## src/rtl/des_pkg.sv

```systemverilog
// DES key-schedule constants: PC-1/PC-2 tables, decrypt rotate schedule, FSM encoding.
// Table entries use DES bit numbering (1 = MSB).
package des_pkg;
    localparam int KEY_W  = 64;
    localparam int CD_W   = 56;
    localparam int HALF_W = 28;
    localparam int SK_W   = 48;

    typedef enum logic {
        ST_IDLE = 1'b0,
        ST_RUN  = 1'b1
    } state_t;

    localparam byte unsigned PC1 [CD_W] = '{
        57, 49, 41, 33, 25, 17,  9,  1, 58, 50, 42, 34, 26, 18,
        10,  2, 59, 51, 43, 35, 27, 19, 11,  3, 60, 52, 44, 36,
        63, 55, 47, 39, 31, 23, 15,  7, 62, 54, 46, 38, 30, 22,
        14,  6, 61, 53, 45, 37, 29, 21, 13,  5, 28, 20, 12,  4
    };

    localparam byte unsigned PC2 [SK_W] = '{
        14, 17, 11, 24,  1,  5,  3, 28, 15,  6, 21, 10,
        23, 19, 12,  4, 26,  8, 16,  7, 27, 20, 13,  2,
        41, 52, 31, 37, 47, 55, 30, 40, 51, 45, 33, 48,
        44, 49, 39, 56, 34, 53, 46, 42, 50, 36, 29, 32
    };

    // Right-rotate amount needed to reach the CD of decrypt round r from round r-1
    localparam logic [1:0] RSHIFT_DEC [16] = '{
        2'd0, 2'd1, 2'd2, 2'd2, 2'd2, 2'd2, 2'd2, 2'd2,
        2'd1, 2'd2, 2'd2, 2'd2, 2'd2, 2'd2, 2'd2, 2'd1
    };

    function automatic logic [CD_W-1:0] pc1(input logic [KEY_W-1:0] k);
        logic [CD_W-1:0] r;
        r = '0;
        for (int i = 0; i < CD_W; i++) begin
            r[CD_W-1-i] = k[KEY_W - int'(PC1[i])];
        end
        return r;
    endfunction

    function automatic logic [SK_W-1:0] pc2(input logic [CD_W-1:0] cd);
        logic [SK_W-1:0] r;
        r = '0;
        for (int i = 0; i < SK_W; i++) begin
            r[SK_W-1-i] = cd[CD_W - int'(PC2[i])];
        end
        return r;
    endfunction
endpackage

```

## src/rtl/key_round_step_rev.sv

```systemverilog
// Purpose: right-rotate each 28-bit half of CD by 0/1/2.
// Latency: combinational. Backpressure: none (pure function).
module key_round_step_rev
    import des_pkg::*;
(
    input  logic [CD_W-1:0] cd_in,
    input  logic [1:0]      amt,
    output logic [CD_W-1:0] cd_out
);
    logic [HALF_W-1:0] c_h, d_h;

    assign c_h = cd_in[CD_W-1:HALF_W];
    assign d_h = cd_in[HALF_W-1:0];

    always_comb begin
        cd_out = cd_in;
        case (amt)
            2'd1:    cd_out = {c_h[0],   c_h[HALF_W-1:1], d_h[0],   d_h[HALF_W-1:1]};
            2'd2:    cd_out = {c_h[1:0], c_h[HALF_W-1:2], d_h[1:0], d_h[HALF_W-1:2]};
            default: cd_out = cd_in;
        endcase
    end
endmodule

```

## src/rtl/des_key_sched_dec.sv

```systemverilog
// Purpose: iterative DES decrypt key schedule, streams K16..K1 (optional KEY_PARITY_CHECK_EN adds parity_err).
// Latency: K16 valid the cycle after key accept, then one subkey per accepted beat.
// Backpressure: subkey held stable until subkey_ready; key_ready low while a stream is in flight.
module des_key_sched_dec
    import des_pkg::*;
#(
    parameter int NUM_ROUNDS = 16
) (
    input  logic             clk,
    input  logic             rst_n,
    input  logic [KEY_W-1:0] key_in,
    input  logic             key_valid,
    output logic             key_ready,
    output logic [SK_W-1:0]  subkey,
    output logic [3:0]       subkey_round,
    output logic             subkey_valid,
    input  logic             subkey_ready,
    output logic             subkey_last,
`ifdef KEY_PARITY_CHECK_EN
    output logic             parity_err,
`endif
    output logic             busy
);
    generate
        if (NUM_ROUNDS != 16) begin : g_bad_rounds
            $error("des_key_sched_dec: NUM_ROUNDS must be 16");
        end
    endgenerate

    localparam logic [3:0] LAST_ROUND = 4'(NUM_ROUNDS - 1);

    state_t          state_q, state_d;
    logic [CD_W-1:0] cd_q, cd_rot;
    logic [3:0]      round_q;
    logic [1:0]      rot_amt;
    logic            load, accept, final_beat;

    assign load       = key_valid & key_ready;
    assign accept     = subkey_valid & subkey_ready;
    assign final_beat = (round_q == LAST_ROUND);

    // The last step rotates by one more so CD wraps back to CD0 when the stream ends
    assign rot_amt = final_beat ? 2'd1 : RSHIFT_DEC[round_q + 4'd1];

    key_round_step_rev u_step (
        .cd_in  (cd_q),
        .amt    (rot_amt),
        .cd_out (cd_rot)
    );

    always_ff @(posedge clk or negedge rst_n) begin
        if (!rst_n) begin
            state_q <= ST_IDLE;
        end else begin
            state_q <= state_d;
        end
    end

    always_comb begin
        state_d = state_q;
        case (state_q)
            ST_IDLE: if (load)                state_d = ST_RUN;
            ST_RUN:  if (accept & final_beat) state_d = ST_IDLE;
            default:                          state_d = ST_IDLE;
        endcase
    end

    always_comb begin
        key_ready    = 1'b0;
        subkey_valid = 1'b0;
        busy         = 1'b0;
        case (state_q)
            ST_IDLE: key_ready = 1'b1;
            ST_RUN: begin
                subkey_valid = 1'b1;
                busy         = 1'b1;
            end
            default: key_ready = 1'b0;
        endcase
    end

    always_ff @(posedge clk or negedge rst_n) begin
        if (!rst_n) begin
            cd_q    <= '0;
            round_q <= '0;
        end else if (load) begin
            cd_q    <= pc1(key_in);
            round_q <= '0;
        end else if (accept) begin
            cd_q <= cd_rot;
            if (!final_beat) begin
                round_q <= round_q + 4'd1;
            end
        end
    end

`ifdef KEY_PARITY_CHECK_EN
    logic any_even;

    always_comb begin
        any_even = 1'b0;
        for (int b = 0; b < KEY_W / 8; b++) begin
            any_even = any_even | ~(^key_in[b*8 +: 8]);
        end
    end

    always_ff @(posedge clk or negedge rst_n) begin
        if (!rst_n) begin
            parity_err <= 1'b0;
        end else if (load) begin
            parity_err <= any_even;
        end
    end
`endif

    assign subkey       = pc2(cd_q);
    assign subkey_round = round_q;
    assign subkey_last  = subkey_valid & final_beat;
endmodule

```

## config.mk

```make
export PLATFORM = sky130hd
export DESIGN_NAME = des_key_sched_dec
export DESIGN_NICKNAME = d
export VERILOG_FILES = /design/src/rtl/des_pkg.sv /design/src/rtl/key_round_step_rev.sv /design/src/rtl/des_key_sched_dec.sv
export SDC_FILE = /design/constraint.sdc
export NUM_CORES = 1
export LEC_CHECK = 0
export CAP_MARGIN = 20
export CORE_MARGIN = 8
export CORE_UTILIZATION = 49
export DETAILED_ROUTE_END_ITERATION = 16
export PLACE_DENSITY = 0.88
export SLEW_MARGIN = 20
export SYNTH_ARGS = -nofsm -noshare
export SYNTH_HDL_FRONTEND = slang
export SYNTH_SLANG_ARGS = --single-unit
export TNS_END_PERCENT = 1
```

## constraint.sdc

```tcl
create_clock -name clk -period 4.1 [get_ports clk]
set_input_delay 1.025 -clock clk [delete_from_list [all_inputs] [get_ports clk]]
set_output_delay 1.025 -clock clk [all_outputs]
set_load 0.01 [all_outputs]
```

* Word-level counts from Yosys, hierarchy flattened
Memory sizes are Yosys's and may differ from the RTL's.
Index checks and enable logic that the tools add are counted.
** Storage, ports and cells
- Bits in registers :: 61
- Bits in latches :: 0
- Bits in writable memories :: 0
- ROM bits :: 32
- Output and inout port bits :: 56
- Word-level logic and storage cells :: 34
- Memories :: 1
** Operators by class
- Add/subtract/negate cells :: 1
- $mul :: 0
- Div/mod/pow operators :: 0
- Order comparisons :: 1
- Eq/ne operators :: 4
- Shift-type cells :: 0
- Multiplexer cells :: 14
- Bitwise logic cells :: 6
- Reductions and logical operators :: 4
** Memory list
- (name not given) :: depth 16, bits a word 2, rd ports 1, clocked after memory_dff 0, write ports 0, line des_key_sched_dec.sv:43 : assign rot_amt = final_beat ? 2'd1 : RSHIFT_DEC[round_q + 4'd1];
** Operators with widths (count)
- 56-bit two-way mux :: 2
- 56-bit one-hot mux with 2 select lines :: 1
- 4-bit two-way mux :: 3
- 2-bit two-way mux :: 3
- 5-bit greater-or-equal comparator (second input constant) :: 1
- 4-bit NOT with 5-bit output :: 1
- 4-bit by 1-bit adder with 4-bit output (second input constant) :: 1
- 1-bit bitwise AND :: 4
- 4-bit equality test (second input constant) :: 1
- 1-bit two-way mux :: 4
- 2-bit AND reduction :: 2
- 3-bit nonzero test :: 1
- 2-bit by 1-bit equality test with 1-bit output (second input constant) :: 1
- 2-bit equality test (second input constant) :: 1
- 2-bit inequality test (second input constant) :: 1
- 1-bit one-hot mux with 2 select lines :: 1
- 2-bit nonzero test :: 1
- 1-bit NOT :: 1

* Depth between registers and ports, before layout
- Depth after elaboration :: 10
- Depth in mapped cells :: 10

* By module
Synthesis repeated with hierarchy kept, for this count alone.
** Unflattened totals
- Cells, all modules :: 531
- Area total of the unflattened synthesis :: 4400.5 sq um
** Modules (own cells, without submodules)
- des_key_sched_dec :: times used 1, cells each 335, area each 3286.9 sq um
- key_round_step_rev :: times used 1, cells each 196, area each 1113.6 sq um

* Worst setup path after synthesis
No wires, ideal clock.
- Kind :: input to register
- Start point :: input port key_valid
- End point :: register cd_q[29]
- Arrival :: 2.186 ns
- Required time :: 4.023 ns
- Setup slack :: 1.837 ns
- Stages :: 7
- Buffers on the path :: 2
- Cells stage by stage :: nor2b_1 nor2_1 a41oi_1 buf_2 buf_2 o22ai_1 a21oi_1
** On the way
- Word-level cells in the longest chain between the ends :: 3
- Elaborated cells on any way between the ends :: 5
** Ends and longest elaborated chain
- from (decl) :: line des_key_sched_dec.sv:12 : input logic key_valid,
- 1-bit bitwise AND (*) :: line des_key_sched_dec.sv:38 : assign load = key_valid & key_ready;
- 3-bit nonzero test (no source line) / 2-bit nonzero test (equally long branches)
- 2-bit AND reduction (no source line)
- to (signal assigned) :: line des_key_sched_dec.sv:87 : cd_q <= pc1(key_in);
- to (signal assigned) :: line des_key_sched_dec.sv:90 : cd_q <= cd_rot;
- to (decl) :: line des_key_sched_dec.sv:33 : logic [CD_W-1:0] cd_q, cd_rot;
Mark *: on every way between the ends. The rest lies on a longest branch, timed or not.
A chain may end at the register's enable or synchronous reset.

* Final worst setup path
- Start point :: register round_q[0] (netlist: subkey_round[0])
- End point :: output port subkey_last
** On the way
- Word-level cells in the longest chain between the ends :: 2
** Ends and longest elaborated chain
- from (decl) :: line des_key_sched_dec.sv:34 : logic [3:0] round_q;
- from (signal assigned) :: line des_key_sched_dec.sv:92 : round_q <= round_q + 4'd1;
- 4-bit equality test :: line des_key_sched_dec.sv:40 : assign final_beat = (round_q == LAST_ROUND);
- 1-bit bitwise AND :: line des_key_sched_dec.sv:118 : assign subkey_last = subkey_valid & final_beat;
- to (decl) :: line des_key_sched_dec.sv:18 : output logic subkey_last,
No other way between the ends.

==> impl_summary.md <==
Outcome
The run finished with clean final reports.

STA
In the finished design, the share of the clock period the worst path needs comes to 0.775. Static timing analysis puts the maximum clock frequency at 315 MHz. Setup repair after global routing left no endpoint under its margin.

Setup violations remaining at the end of the flow were counted as 0. For the pin with the worst max-slew slack, the measured transition is 0.646 ns. The worst pin sits at a relative slew slack of 0.567. The final number of hold-violating endpoints is 0.

The number of pins exceeding their max-slew limit in the final report is 0. Clock skew on the completed layout was measured at 0.0109 ns. The summed negative setup slack over all endpoints is 0 ns. The time the final worst path needs with I/O delays and setup is 3.18 ns.

Synthesis
In this run the mean area of a mapped cell was 10.1 sq um. The sequential-to-total area share from yosys stat is 0.434. The count of yosys warnings during synthesis is 0.

The number of unique standard cell types used by synthesis is 31. The mapped netlist covers 3520 sq um. The net count after synthesis is 418. The cell count after synthesis is 347.

The number of storage elements in the synthesis netlist is 61.

Routing
The routed design has 8950 um of wire. The routed length per placed instance is 17.7 um. The remaining routing DRC violations is 0. The count of vias placed by the detailed router is 2,835.

The detailed-routing iteration count for the pre-antenna-repair pass is 4. After detailed routing, the number of vias per cell comes to 5.59. In this run the remaining antenna-violating nets after routing total 0. The violation count after the first detailed-routing iteration is 94.

Final layout
The area of all sequential standard cells is 1530 sq um. The fill cell instance count of the final layout is 599. From synthesis to final layout, the design area changed by 29.6%.

The repair_antennas step left the layout with diodes totalling 0. The fraction of the core area covered by cells at the end of the flow is 0.642. Of the cells placed in the final design, the portion with a size suffix greater than 1 is 0.0588. The most frequent standard cell in the layout excluding fill and tap cells is sky130_fd_sc_hd__clkdlybuf4s50_1. For this run, the post-layout net count is 474. In the final layout, the multi-input gates occupy 1510 sq um. The top cell types in the final layout, fill and taps aside, are 114 x sky130_fd_sc_hd__clkdlybuf4s50_1, 61 x sky130_fd_sc_hd__dfrtp_1, 60 x sky130_fd_sc_hd__a21oi_1.

Setup path
The maximum fanout along the worst path is 9. STA classifies the critical path startpoint as a flip-flop. The type of destination of the critical path is an output port. Data on the critical path is required at its endpoint by 3.07 ns.

The worst register-to-register path has a depth of 7. The worst setup path category is flip-flop to output port. The worst path arrival time is 2.15 ns.

Clock tree
The number of setup buffers added after CTS is 0. Clock-pin slew was measured on the worst setup and hold paths at 0.07 ns. The level count of the clock H-tree is 3.

The count of hold buffers inserted by post-cts repair is 0. The post-cts repair resize count is 0. The later-pin clock latency in the skew report is 0.32 ns.

The maximum buffer depth of the clock tree is 2. In this run, CTS created clock tree buffers numbering 9. TritonCTS built the clock tree.

The tree built by TritonCTS fans out to 61 sinks. The clock tree root buffer cell is sky130_fd_sc_hd__clkbuf_8.

Global route
The combined global-route utilization of all metal layers is 0.179. The residual overflow from global routing is 0. The largest net degree at the start of global routing is 58. The initial antenna violation count was 0. The number of global-route vias before repair is 2,938. The wire length of the first global-routing pass is 14,600 um.

Die
The core region is 7100 sq um. The row count is 31. For this configuration, the core starts out at a cell density of 0.496.

The die covers 10,100 sq um. The die height is 101 um. Pin placement for this block handled 124 I/O pins. The floorplan die width is 101 um.

Flow run
Max-cap violations in this run came to 0.

Worst hold path
The worst hold path belongs to the class flip-flop to flip-flop. The cell depth of the worst min-delay path is 2.

Power
Summed over all cells, the static leakage comes to 1.94 nW. Dividing total power by cell area gives a power density of 914 nW/um^2. Across the VDD grid, the largest voltage drop is 0.925 mV.

Placed design
The wire-length estimate of the detail-placed layout is 6080 um. The total of buffers placed on input and output ports is 115. The global placement routability congestion is 0.837.
==> flip-flops by register name, summed over array words and instances, names as in the netlist <==
signal / cells
cd_q: 56
subkey_round: 4
state_q: 1
==> stage by stage <==
| stage | instance area, sq um | setup WS, ns | power (mW) | hold slack (ns) | instances |
|---|---|---|---|---|---|
| after floorplan | 3520 | 1.84 | 3.10 | 0.536 | 347 |
| after global placement | 4360 | 0.903 | 3.58 | 0.563 | 491 |
| after detailed placement | 4360 | 0.839 | 3.66 | 0.575 | 491 |
| after CTS | 4550 | 0.931 | 4.20 | 0.590 | 507 |
| after global routing | 4560 | 0.801 | 4.47 | 0.610 | 507 |
| final | 4560 | 0.921 | 4.17 | 0.589 | 507 |
==> power breakdown <==
group | total (mW) | internal (mW) | leakage [nW] | switching [mW]
clock | 0.518 | 0.293 | 0.103 | 0.224
combinational | 2.47 | 1.22 | 1.20 | 1.25
sequential | 1.18 | 0.877 | 0.637 | 0.300
==> critical path, cell delays in order, from the launching register on <==
cell	delay, ns
sky130_fd_sc_hd__dfrtp_1	0.53
sky130_fd_sc_hd__ha_1	0.35
sky130_fd_sc_hd__and3_1	0.26
sky130_fd_sc_hd__and2_1	0.15
sky130_fd_sc_hd__clkdlybuf4s50_1	0.54
==> cells by family after synthesis <==
| logic type | Yosys count | synth area share |
|---|---|---|
| multiplexers | 56 | 0.159 |
| XOR/XNOR | 2 | 0.00498 |
| adder cells (fa/ha/maj) | 3 | 0.0107 |
| flip-flops | 61 | 0.434 |
| buffers and inverters | 77 | 0.150 |
| AND/OR/NAND/NOR | 20 | 0.0285 |
| AO/OA/AOI/OAI | 128 | 0.213 |
==> synthesized netlist by cell type <==
cell | number | share of area
sky130_fd_sc_hd__ha_1 | 3 | 0.011
sky130_fd_sc_hd__and3_1 | 2 | 0.0036
sky130_fd_sc_hd__buf_6 | 5 | 0.016
sky130_fd_sc_hd__a21oi_1 | 60 | 0.085
sky130_fd_sc_hd__nand2_1 | 6 | 0.0064
sky130_fd_sc_hd__a31oi_1 | 2 | 0.0036
sky130_fd_sc_hd__buf_1 | 1 | 0.0011
sky130_fd_sc_hd__o21ai_0 | 1 | 0.0014
sky130_fd_sc_hd__nor2_1 | 4 | 0.0043
sky130_fd_sc_hd__a311o_1 | 1 | 0.0028
sky130_fd_sc_hd__dfrtp_1 | 61 | 0.43
sky130_fd_sc_hd__inv_1 | 3 | 0.0032
sky130_fd_sc_hd__buf_4 | 50 | 0.11
sky130_fd_sc_hd__a41oi_1 | 1 | 0.0025
sky130_fd_sc_hd__a211oi_2 | 1 | 0.0036
sky130_fd_sc_hd__mux2i_1 | 56 | 0.16
sky130_fd_sc_hd__a311oi_1 | 2 | 0.0050
sky130_fd_sc_hd__buf_2 | 10 | 0.014
sky130_fd_sc_hd__clkbuf_1 | 8 | 0.0085
sky130_fd_sc_hd__a211oi_1 | 1 | 0.0021
sky130_fd_sc_hd__o21ai_1 | 1 | 0.0014
sky130_fd_sc_hd__o22ai_1 | 56 | 0.10
sky130_fd_sc_hd__and2_1 | 1 | 0.0018
sky130_fd_sc_hd__nor3b_1 | 1 | 0.0021
sky130_fd_sc_hd__nand2b_1 | 1 | 0.0018
sky130_fd_sc_hd__nor3_1 | 2 | 0.0028
sky130_fd_sc_hd__xnor2_1 | 2 | 0.0050
sky130_fd_sc_hd__a21bo_1 | 1 | 0.0028
sky130_fd_sc_hd__nand3b_1 | 1 | 0.0021
sky130_fd_sc_hd__nor2b_1 | 2 | 0.0036
sky130_fd_sc_hd__a41o_1 | 1 | 0.0028
==> routing by layer <==
metal	wire length [um]	vias up	global-route usage
met5	0	-	0
met4	102	0	0.0605
met3	626	7	0.0477
met2	4410	83	0.294
met1	3820	1387	0.220
li1	-	1358	-
==> layout make-up <==
type | instances | area share
inverter | 3 | 0.00247
sequential | 61 | 0.335
clock buffer | 11 | 0.0310
multi-input combinational | 209 | 0.332
tap | 99 | 0.0272
clock inverter | 5 | 0.0110
timing repair buffer | 119 | 0.261
==> worst paths after layout <==
kind / from / endpoint / slack [ns]
worst max-delay path: subkey_round[0] / subkey_last / 0.92
worst min-delay path: cd_q[21] / cd_q[21] / 0.59
worst max register to register: subkey_round[0] / cd_q[30] / 1.33
worst min register to register: cd_q[21] / cd_q[21] / 0.59
max in group asynchronous: rst_n / cd_q[4] / 2.75
min in group asynchronous: rst_n / subkey_round[3] / 0.71
No activity file was read; power rests on OpenSTA's default activity.
